$ cat config.mk
export PLATFORM = sky130hd
export DESIGN_NAME = spi_flash_responder
export DESIGN_NICKNAME = d
export VERILOG_FILES = /design/src/rtl/spi_flash_responder_pkg.sv /design/src/rtl/spi_slave_sync.sv /design/src/rtl/spi_flash_responder.sv
export SDC_FILE = /design/constraint.sdc
export NUM_CORES = 1
export LEC_CHECK = 0
export CAP_MARGIN = 20
export CORE_AREA = 2 2 92 94
export CTS_CLUSTER_SIZE = 28
export DETAILED_ROUTE_END_ITERATION = 10
export DIE_AREA = 0 0 94 96
export PLACE_DENSITY_LB_ADDON = 0.08
export SLEW_MARGIN = 20
export SYNTH_ARGS = -nofsm -noshare
export SYNTH_HDL_FRONTEND = slang
export SYNTH_HIERARCHICAL = 1
export SYNTH_SLANG_ARGS = --single-unit
$ cat constraint.sdc
create_clock -name clk -period 7 [get_ports clk]
set_clock_uncertainty 0.1 [all_clocks]
set_input_delay 1.4 -clock clk [delete_from_list [all_inputs] [get_ports clk]]
set_output_delay 1.4 -clock clk [all_outputs]
set_load 0.05 [all_outputs]
$ cat src/rtl/spi_flash_responder_pkg.sv
// Shared opcodes, FSM encoding and synchronizer event payload for the SPI flash responder.
package spi_flash_responder_pkg;

    localparam logic [7:0] OP_READ = 8'h03;
    localparam logic [7:0] OP_RDID = 8'h9F;
    localparam logic [7:0] OP_RDSR = 8'h05;

    localparam int unsigned CMD_BITS  = 8;
    localparam int unsigned ADDR_BITS = 24;
    localparam int unsigned CNT_W     = 5;

    typedef enum logic [2:0] {
        IDLE,
        CMD,
        ADDR,
        FETCH,
        DATA,
        ID,
        STATUS,
        IGNORE
    } state_e;

    // Synchronized SPI pins plus single-cycle edge events, all aligned to the same clk.
    typedef struct packed {
        logic ss_level;
        logic mosi;
        logic sck_rise;
        logic sck_fall;
        logic ss_fall;
        logic ss_rise;
    } spi_evt_t;

    // Deselected bus: SS high, no edges.
    localparam spi_evt_t EVT_IDLE = spi_evt_t'(6'b10_0000);

    // Map a received opcode to the state that services it.
    function automatic state_e opcode_target(input logic [7:0] op);
        case (op)
            OP_READ: opcode_target = ADDR;
            OP_RDID: opcode_target = ID;
            OP_RDSR: opcode_target = STATUS;
            default: opcode_target = IGNORE;
        endcase
    endfunction

endpackage

$ cat src/rtl/spi_slave_sync.sv
// Two-flop synchronizers for SCK/SS/MOSI with registered SCK and SS edge pulses.
module spi_slave_sync
    import spi_flash_responder_pkg::*;
(
    input  logic     clk,
    input  logic     reset,
    input  logic     spi_sck,
    input  logic     spi_ss,
    input  logic     spi_mosi,
    output spi_evt_t evt
);

    // Bit order {ss, sck, mosi}; SS resets high so a held-low SS never fakes a select.
    localparam logic [2:0] SYNC_IDLE = 3'b100;

    logic [2:0] sync1;
    logic [2:0] sync2;
    logic [2:0] sync3;

    // Synchronize the pins and derive edges from the second stage against its delayed copy.
    always_ff @(posedge clk or negedge reset) begin
        if (!reset) begin
            sync1 <= SYNC_IDLE;
            sync2 <= SYNC_IDLE;
            sync3 <= SYNC_IDLE;
            evt   <= EVT_IDLE;
        end else begin
            sync1        <= {spi_ss, spi_sck, spi_mosi};
            sync2        <= sync1;
            sync3        <= sync2;
            evt.ss_level <= sync2[2];
            evt.mosi     <= sync2[0];
            evt.sck_rise <=  sync2[1] & ~sync3[1];
            evt.sck_fall <= ~sync2[1] &  sync3[1];
            evt.ss_fall  <= ~sync2[2] &  sync3[2];
            evt.ss_rise  <=  sync2[2] & ~sync3[2];
        end
    end

endmodule

$ cat src/rtl/spi_flash_responder.sv
// SPI mode-0 slave answering READ / RDID / RDSR from a synchronous byte-wide memory.
module spi_flash_responder
    import spi_flash_responder_pkg::*;
#(
    parameter int unsigned ADDR_W   = 17,
    parameter logic [23:0] JEDEC_ID = 24'hEF4017
) (
    input  logic              clk,
    input  logic              reset,
    input  logic              spi_sck,
    input  logic              spi_ss,
    input  logic              spi_mosi,
    output logic              spi_miso,
    output logic [ADDR_W-1:0] mem_addr,
    output logic              mem_rd_en,
    input  logic [7:0]        mem_rd_data,
    output logic              active,
    output logic              cmd_error
);

    spi_evt_t               evt;
    state_e                 state;
    state_e                 state_nxt;
    logic [CNT_W-1:0]       bit_cnt;
    logic [ADDR_BITS-2:0]   in_shift;
    logic [ADDR_BITS-1:0]   in_word;
    logic                   last_bit;
    logic                   deselect;
    logic [7:0]             out_shift;
    logic [7:0]             next_byte;
    logic [2:0]             bits_left;
    logic [1:0]             id_idx;
    logic                   rd_pend;

    spi_slave_sync u_sync (
        .clk      (clk),
        .reset    (reset),
        .spi_sck  (spi_sck),
        .spi_ss   (spi_ss),
        .spi_mosi (spi_mosi),
        .evt      (evt)
    );

    // JEDEC ID bytes MSB first, then zeros forever.
    function automatic logic [7:0] id_byte(input logic [1:0] idx);
        case (idx)
            2'd0:    id_byte = JEDEC_ID[23:16];
            2'd1:    id_byte = JEDEC_ID[15:8];
            2'd2:    id_byte = JEDEC_ID[7:0];
            default: id_byte = 8'h00;
        endcase
    endfunction

    // State register.
    always_ff @(posedge clk or negedge reset) begin
        if (!reset) begin
            state <= IDLE;
        end else begin
            state <= state_nxt;
        end
    end

    // Next-state decode; a deselected bus wins over everything else.
    always_comb begin
        state_nxt = state;
        in_word   = {in_shift, evt.mosi};
        deselect  = evt.ss_level | evt.ss_rise;
        last_bit  = 1'b0;
        case (state)
            CMD:     last_bit = evt.sck_rise && (bit_cnt == CNT_W'(CMD_BITS - 1));
            ADDR:    last_bit = evt.sck_rise && (bit_cnt == CNT_W'(ADDR_BITS - 1));
            default: last_bit = 1'b0;
        endcase
        if (deselect) begin
            state_nxt = IDLE;
        end else begin
            case (state)
                IDLE:    if (evt.ss_fall) state_nxt = CMD;
                CMD:     if (last_bit) state_nxt = opcode_target(in_word[7:0]);
                ADDR:    if (last_bit) state_nxt = FETCH;
                FETCH:   if (rd_pend) state_nxt = DATA;
                default: state_nxt = state;
            endcase
        end
    end

    // Shift-in, memory port, MISO serializer and status outputs.
    always_ff @(posedge clk or negedge reset) begin
        if (!reset) begin
            spi_miso  <= 1'b0;
            mem_addr  <= '0;
            mem_rd_en <= 1'b0;
            active    <= 1'b0;
            cmd_error <= 1'b0;
            rd_pend   <= 1'b0;
            bit_cnt   <= '0;
            in_shift  <= '0;
            out_shift <= '0;
            next_byte <= '0;
            bits_left <= '0;
            id_idx    <= '0;
        end else begin
            mem_rd_en <= 1'b0;
            rd_pend   <= mem_rd_en;
            active    <= (state_nxt != IDLE);
            cmd_error <= (state == CMD) && (state_nxt == IGNORE);
            if (state_nxt == IDLE) begin
                spi_miso  <= 1'b0;
                bit_cnt   <= '0;
                bits_left <= '0;
            end else begin
                case (state)
                    CMD, ADDR: begin
                        if (evt.sck_rise) begin
                            in_shift <= in_word[ADDR_BITS-2:0];
                            bit_cnt  <= last_bit ? CNT_W'(0) : bit_cnt + CNT_W'(1);
                        end
                        if (state_nxt == FETCH) begin
                            mem_addr  <= ADDR_W'(in_word);
                            mem_rd_en <= 1'b1;
                        end
                        if (state_nxt == ID) begin
                            next_byte <= id_byte(2'd0);
                            id_idx    <= 2'd1;
                        end
                        if (state_nxt == STATUS) begin
                            next_byte <= 8'h00;
                        end
                    end
                    FETCH: begin
                        if (rd_pend) next_byte <= mem_rd_data;
                    end
                    DATA, ID, STATUS: begin
                        if (state == DATA && rd_pend) next_byte <= mem_rd_data;
                        if (evt.sck_fall) begin
                            if (bits_left == 3'd0) begin
                                // Byte boundary: present the staged byte and refill the stage.
                                spi_miso  <= next_byte[7];
                                out_shift <= {next_byte[6:0], 1'b0};
                                bits_left <= 3'd7;
                                if (state == DATA) begin
                                    mem_addr  <= mem_addr + ADDR_W'(1);
                                    mem_rd_en <= 1'b1;
                                end
                                if (state == ID) begin
                                    next_byte <= id_byte(id_idx);
                                    if (id_idx != 2'd3) id_idx <= id_idx + 2'd1;
                                end
                                if (state == STATUS) next_byte <= 8'h00;
                            end else begin
                                spi_miso  <= out_shift[7];
                                out_shift <= {out_shift[6:0], 1'b0};
                                bits_left <= bits_left - 3'd1;
                            end
                        end
                    end
                    IGNORE: spi_miso <= 1'b0;
                    default: ;
                endcase
            end
        end
    end

endmodule

* Word level (Yosys, flattened, before mapping)
Index checks and enable logic that the tools add are counted.
** Storage, ports and cells
- Register bits after elaboration :: 82
- Logic and storage cells :: 139
- Input port bits :: 13
- Output and inout bits :: 21
** Cells by class
- Muxes and demuxes :: 48
- Eq/ne operators :: 29
- $add $sub $neg :: 4
- Reductions and logical operators :: 26
- Bitwise gates (word level) :: 10
** Operators by type and width (count)
- 8-bit 2-to-1 mux :: 9
- 17-bit 2-to-1 mux :: 4
- 8-bit one-hot mux with 3 select lines :: 2
- 17-bit one-hot mux with 2 select lines :: 1
- 3-bit 2-to-1 mux :: 9
- 3-bit == test (second input constant) :: 7
- 5-bit 2-to-1 mux :: 4
- 17-bit by 1-bit adder with 17-bit output (second input constant) :: 1
- 2-bit != test (second input constant) :: 8
- 3-bit one-hot mux with 4 select lines :: 1
- 2-bit 2-to-1 mux :: 5
- 2-bit nonzero test :: 5
- 3-bit by 2-bit == test with 1-bit output (second input constant) :: 3
- 3-bit zero test :: 3
- 3-bit one-hot mux with 3 select lines :: 1
- 3-bit nonzero test :: 3
- 8-bit by 2-bit == test with 1-bit output (second input constant) :: 1
- 8-bit by 3-bit == test with 1-bit output (second input constant) :: 1
- 8-bit == test (second input constant) :: 1
- 1-bit 2-to-1 mux :: 8
- 7-bit AND reduction :: 1
- 1-bit one-hot mux with 2 select lines :: 3
- 2-bit AND reduction :: 3
- 3-bit AND reduction :: 2
- other kinds (21) :: 31

* Longest topological paths before layout
- Depth in word-level cells :: 10
- Gate-level depth with buffers :: 10

* Hierarchy
The synthesis kept the hierarchy.
** By module, submodules not included
- spi_flash_responder :: cells an instance 399, instances 1, sequential area each 1651.6 um^2, area an instance 3942.5 um^2
- spi_slave_sync :: cells an instance 19, instances 1, sequential area each 329.1 um^2, area an instance 379.1 um^2

* Worst setup path after synthesis
OpenSTA, ideal clock, no wires.
- Path kind :: flip-flop to flip-flop
- From :: reg bit_cnt[0]
- To :: reg in_shift[10]
- Setup slack :: 4.345 ns
- Path buffers :: 1
- Setup time :: 0.125 ns
- Required time :: 6.775 ns
- Data arrival time :: 2.430 ns
- Cell stages (with the launch flop) :: 9
- Period minus slack after synthesis :: 2.655 ns
- Cell sequence :: dfrtp_1 > ha_1 > nand3b_1 > or4b_4 > o31ai_1 > o41ai_2 > a21oi_4 > buf_6 > mux2_4
** On the way
- Longest elaborated chain between the ends :: 9
** Ends and longest elaborated chain
- start: declaration :: line spi_flash_responder.sv:24 : logic [CNT_W-1:0] bit_cnt;
- start signal: assignment :: line spi_flash_responder.sv:116 : bit_cnt <= last_bit ? CNT_W'(0) : bit_cnt + CNT_W'(1);
- 5-bit == test or 5-bit by 3-bit == test with 1-bit output (tied branches) :: line spi_flash_responder.sv:71, spi_flash_responder.sv:70
- 1-bit logical AND (on tied branches) :: line spi_flash_responder.sv:71, spi_flash_responder.sv:70
- 1-bit one-hot mux with 2 select lines * :: line spi_flash_responder.sv:69 : case (state)
- 3-bit 2-to-1 mux (on tied branches) :: line spi_flash_responder.sv:80, spi_flash_responder.sv:79
- 3-bit one-hot mux with 4 select lines * :: line spi_flash_responder.sv:77 : case (state)
- 3-bit 2-to-1 mux * :: line spi_flash_responder.sv:74 : if (deselect) begin
- 3-bit zero test * :: line spi_flash_responder.sv:107 : if (state_nxt == IDLE) begin
- 1-bit NOT (no line) *
- 3-bit AND reduction (no line) *
- end signal: assignment :: line spi_flash_responder.sv:115 : in_shift <= in_word[ADDR_BITS-2:0];
- end: declaration :: line spi_flash_responder.sv:25 : logic [ADDR_BITS-2:0] in_shift;
Every way passes the cells marked *; elsewhere a longest branch is shown, timed or not.
A chain may end at the register's enable or synchronous reset.

* Worst setup path in the final report
- From :: reg bits_left[0]
- To :: reg mem_addr[16]
** On the way
- Longest elaborated chain between the ends :: 3
** Ends and longest elaborated chain
- start: declaration :: line spi_flash_responder.sv:31 : logic [2:0] bits_left;
- start signal: assignment :: line spi_flash_responder.sv:153 : bits_left <= bits_left - 3'd1;
- 3-bit zero test :: line spi_flash_responder.sv:136 : if (bits_left == 3'd0) begin
- 2-bit != test (no line)
- 6-bit AND reduction (no line)
- end signal: assignment :: line spi_flash_responder.sv:119 : mem_addr <= ADDR_W'(in_word);
- end signal: assignment :: line spi_flash_responder.sv:142 : mem_addr <= mem_addr + ADDR_W'(1);
- end: declaration :: line spi_flash_responder.sv:14 : output logic [ADDR_W-1:0] mem_addr,
No other way between the ends.

==> run metrics <==
PwrDens 167 nW/um^2; total CTS buffers 9; fin nets 467; initial antenna violation count 0; Finished Core Util 60.7%; syn_nets 442; Synth-to-Final Area Change 13.1%; max layer used met4; worst slew pin tran 0.787 ns; worst skew pair latency 0.35 ns; final setup violation count 0; routed len/inst 17.3 um; final hold slack 0.251 ns; Critical Path End Type flip-flop; gr ovfl total 0; hold-fix buffers at CTS 0; Yosys reg bits 79; Worst Setup Path Type reg -> reg; sequential area share after synthesis 45.8%; Synth area leaders dfrtp_1 (44%), mux2_1 (4.4%), nand2_1 (4.2%), mux2_4 (3.8%), ha_1 (3.2%); largest area contributor in the netlist dfrtp_1; count leader, synth dfrtp_1; CTS tree done; Final Hold Fails 0; Antenna Cells 0; cells after synthesis 418; drt total wl 9570 um; leakage 2.06 nW; drt first pass iters 5; RSZ-0062 raised after global routing false; Slew HR 47.5%; Final WS setup 3.67 ns; Core Region 8050 um^2; Worst Path Max Fanout 18; H-tree levels 3; ys flop type dfrtp_1; Tightest Hold Check Type reg -> reg; Setup TNS Final 0 ns; Die W 94 um; Final Instance Area 4890 um^2; drt via density 6.08; crit path DAT 3.46 ns; Avg Synthesized Cell Area 10.3 um^2; Ports 34; WP data required 7.12 ns; Die Ht 96 um; status finished clean; Root Buffer clkbuf_8; Yosys top cell area share 44.0%; CTS sink cnt 79; met2 WL 4490 um; Synth cell types 65; Final Max Slew Viols 0; setup repair bufs after CTS 0; fmax 0.300 GHz; VDD IR max 94.9 uV; synthesized area 4320 um^2; gr usage total 23.3%; Tcrit/Tclk final 47.6%; DP HPWL 6360 um; deepest clock path buffer count 2; total number of yosys warnings 6; vias in the first global route 3381; die footprint 9020 um^2; routed wl met3 405 um; most frequent cells after synthesis dfrtp_1 (76), nand2_1 (48), nor2_1 (28), a31oi_1 (19), a21oi_1 (18); min Tclk post-route 3.33 ns; share of cells above drive strength 1 12.7%; clk slew on worst S/H paths 0.08 ns; largest net degree at the start of global routing 80; first-pass GRT wire length 16500 um; worst setup slack after placement 3.73 ns; Core Rows 33; number of flops mapped to enable cells by yosys 0; Metal-1 WL 4530 um; Placed Area 4710 um^2; number of gates resized after cts 0; 1st-iter DRT viols 197; detailed-route DRC error count 0; max cap viols 0; GPL Wtd Cong 0.849; vias 3362; Port Buf Inserts 33; Antenna Nets Post-Route 0; asr flop ratio synth 100%; Initial Util 53.7%; crit path launch type flip-flop
[worst paths after layout]
path | start | end | slack, ns | cells after the start
setup / recovery | bits_left[0] | mem_addr[16] | 3.67 | 6
hold / removal | u_sync/sync2[0] | u_sync/sync3[0] | 0.25 | 0
setup reg to reg | bits_left[0] | mem_addr[16] | 3.67 | 6
hold reg to reg | u_sync/sync2[0] | u_sync/sync3[0] | 0.25 | 0
max in group asynchronous | reset | mem_addr[0] | 5.31 | 1
min in group asynchronous | reset | bit_cnt[0] | 0.97 | 1
[area by class of cell]
type / instances / area (um^2)
Tap cell: 105 / 131
Clock buffer: 12 / 145
Clock inverter: 4 / 31.3
Inverter: 12 / 45.0
Timing Repair Buffer: 37 / 362
Fill cell: 699 / 3160
Sequential cell: 79 / 1980
Multi-Input combinational cell: 304 / 2190
[power by group]
part	switching [mW]	internal [mW]	leakage, nW
Sequential	0.00496	0.462	1.04
Combinational	0.0234	0.0136	0.947
Clock	0.174	0.140	0.0788
Total	0.203	0.615	2.06
[cells by family after synthesis]
family | after synthesis | share of synthesized area, %
adder cells (fa/ha/maj) | 11 | 3.18
multiplexers | 30 | 8.71
XOR/XNOR | 6 | 1.22
buffers and inverters | 35 | 3.53
AND/OR/NAND/NOR | 139 | 16.6
AO/OA/AOI/OAI | 118 | 20.9
flip-flops | 79 | 45.8
[layout by cell type (no fill, tap or decap), types with 5 or more instances in the layout]
cell,n
a21oi_1,17
a22oi_1,6
a2bb2oi_1,14
a31oi_1,19
and2_1,6
and3_1,6
clkbuf_8,10
clkdlybuf4s50_1,32
dfrtp_1,76
ha_1,11
inv_1,9
mux2_1,17
mux2_4,11
nand2_1,48
nand3_1,13
nand4_1,6
nor2_1,28
o21ai_0,17
o21ai_1,5
[state kept, by name, indices dropped and copies added (netlist names), 2 cells and up]
name	flops
state	3
out_shift	7
mem_addr	17
u_sync/sync2	3
u_sync/sync3	2
bit_cnt	5
bits_left	3
next_byte	8
u_sync/sync1	3
u_sync/evt	5
id_idx	2
in_shift	16
[per-layer routing]
layer | vias up | GRT usage (%)
met5 | - | 0
met4 | 0 | 8.70
met3 | 15 | 3.05
met2 | 108 | 37.0
met1 | 1648 | 32.9
li1 | 1591 | -
[through the flow]
stage                     power, mW  cells
after floorplan               0.492    418
after CTS                     0.825    553
after global routing          0.850    553
final                         0.818    553
after global placement        0.512    537
after detailed placement      0.513    537
[worst max-delay path, cell delays in order (launching register included)]
cell     delay, ns
dfrtp_1       0.39
inv_1         0.08
ha_1          0.18
nor2b_1       0.65
nand4_1       0.70
a21oi_4       0.72
mux2_1        0.38
Power figures use the tool's default switching activity.
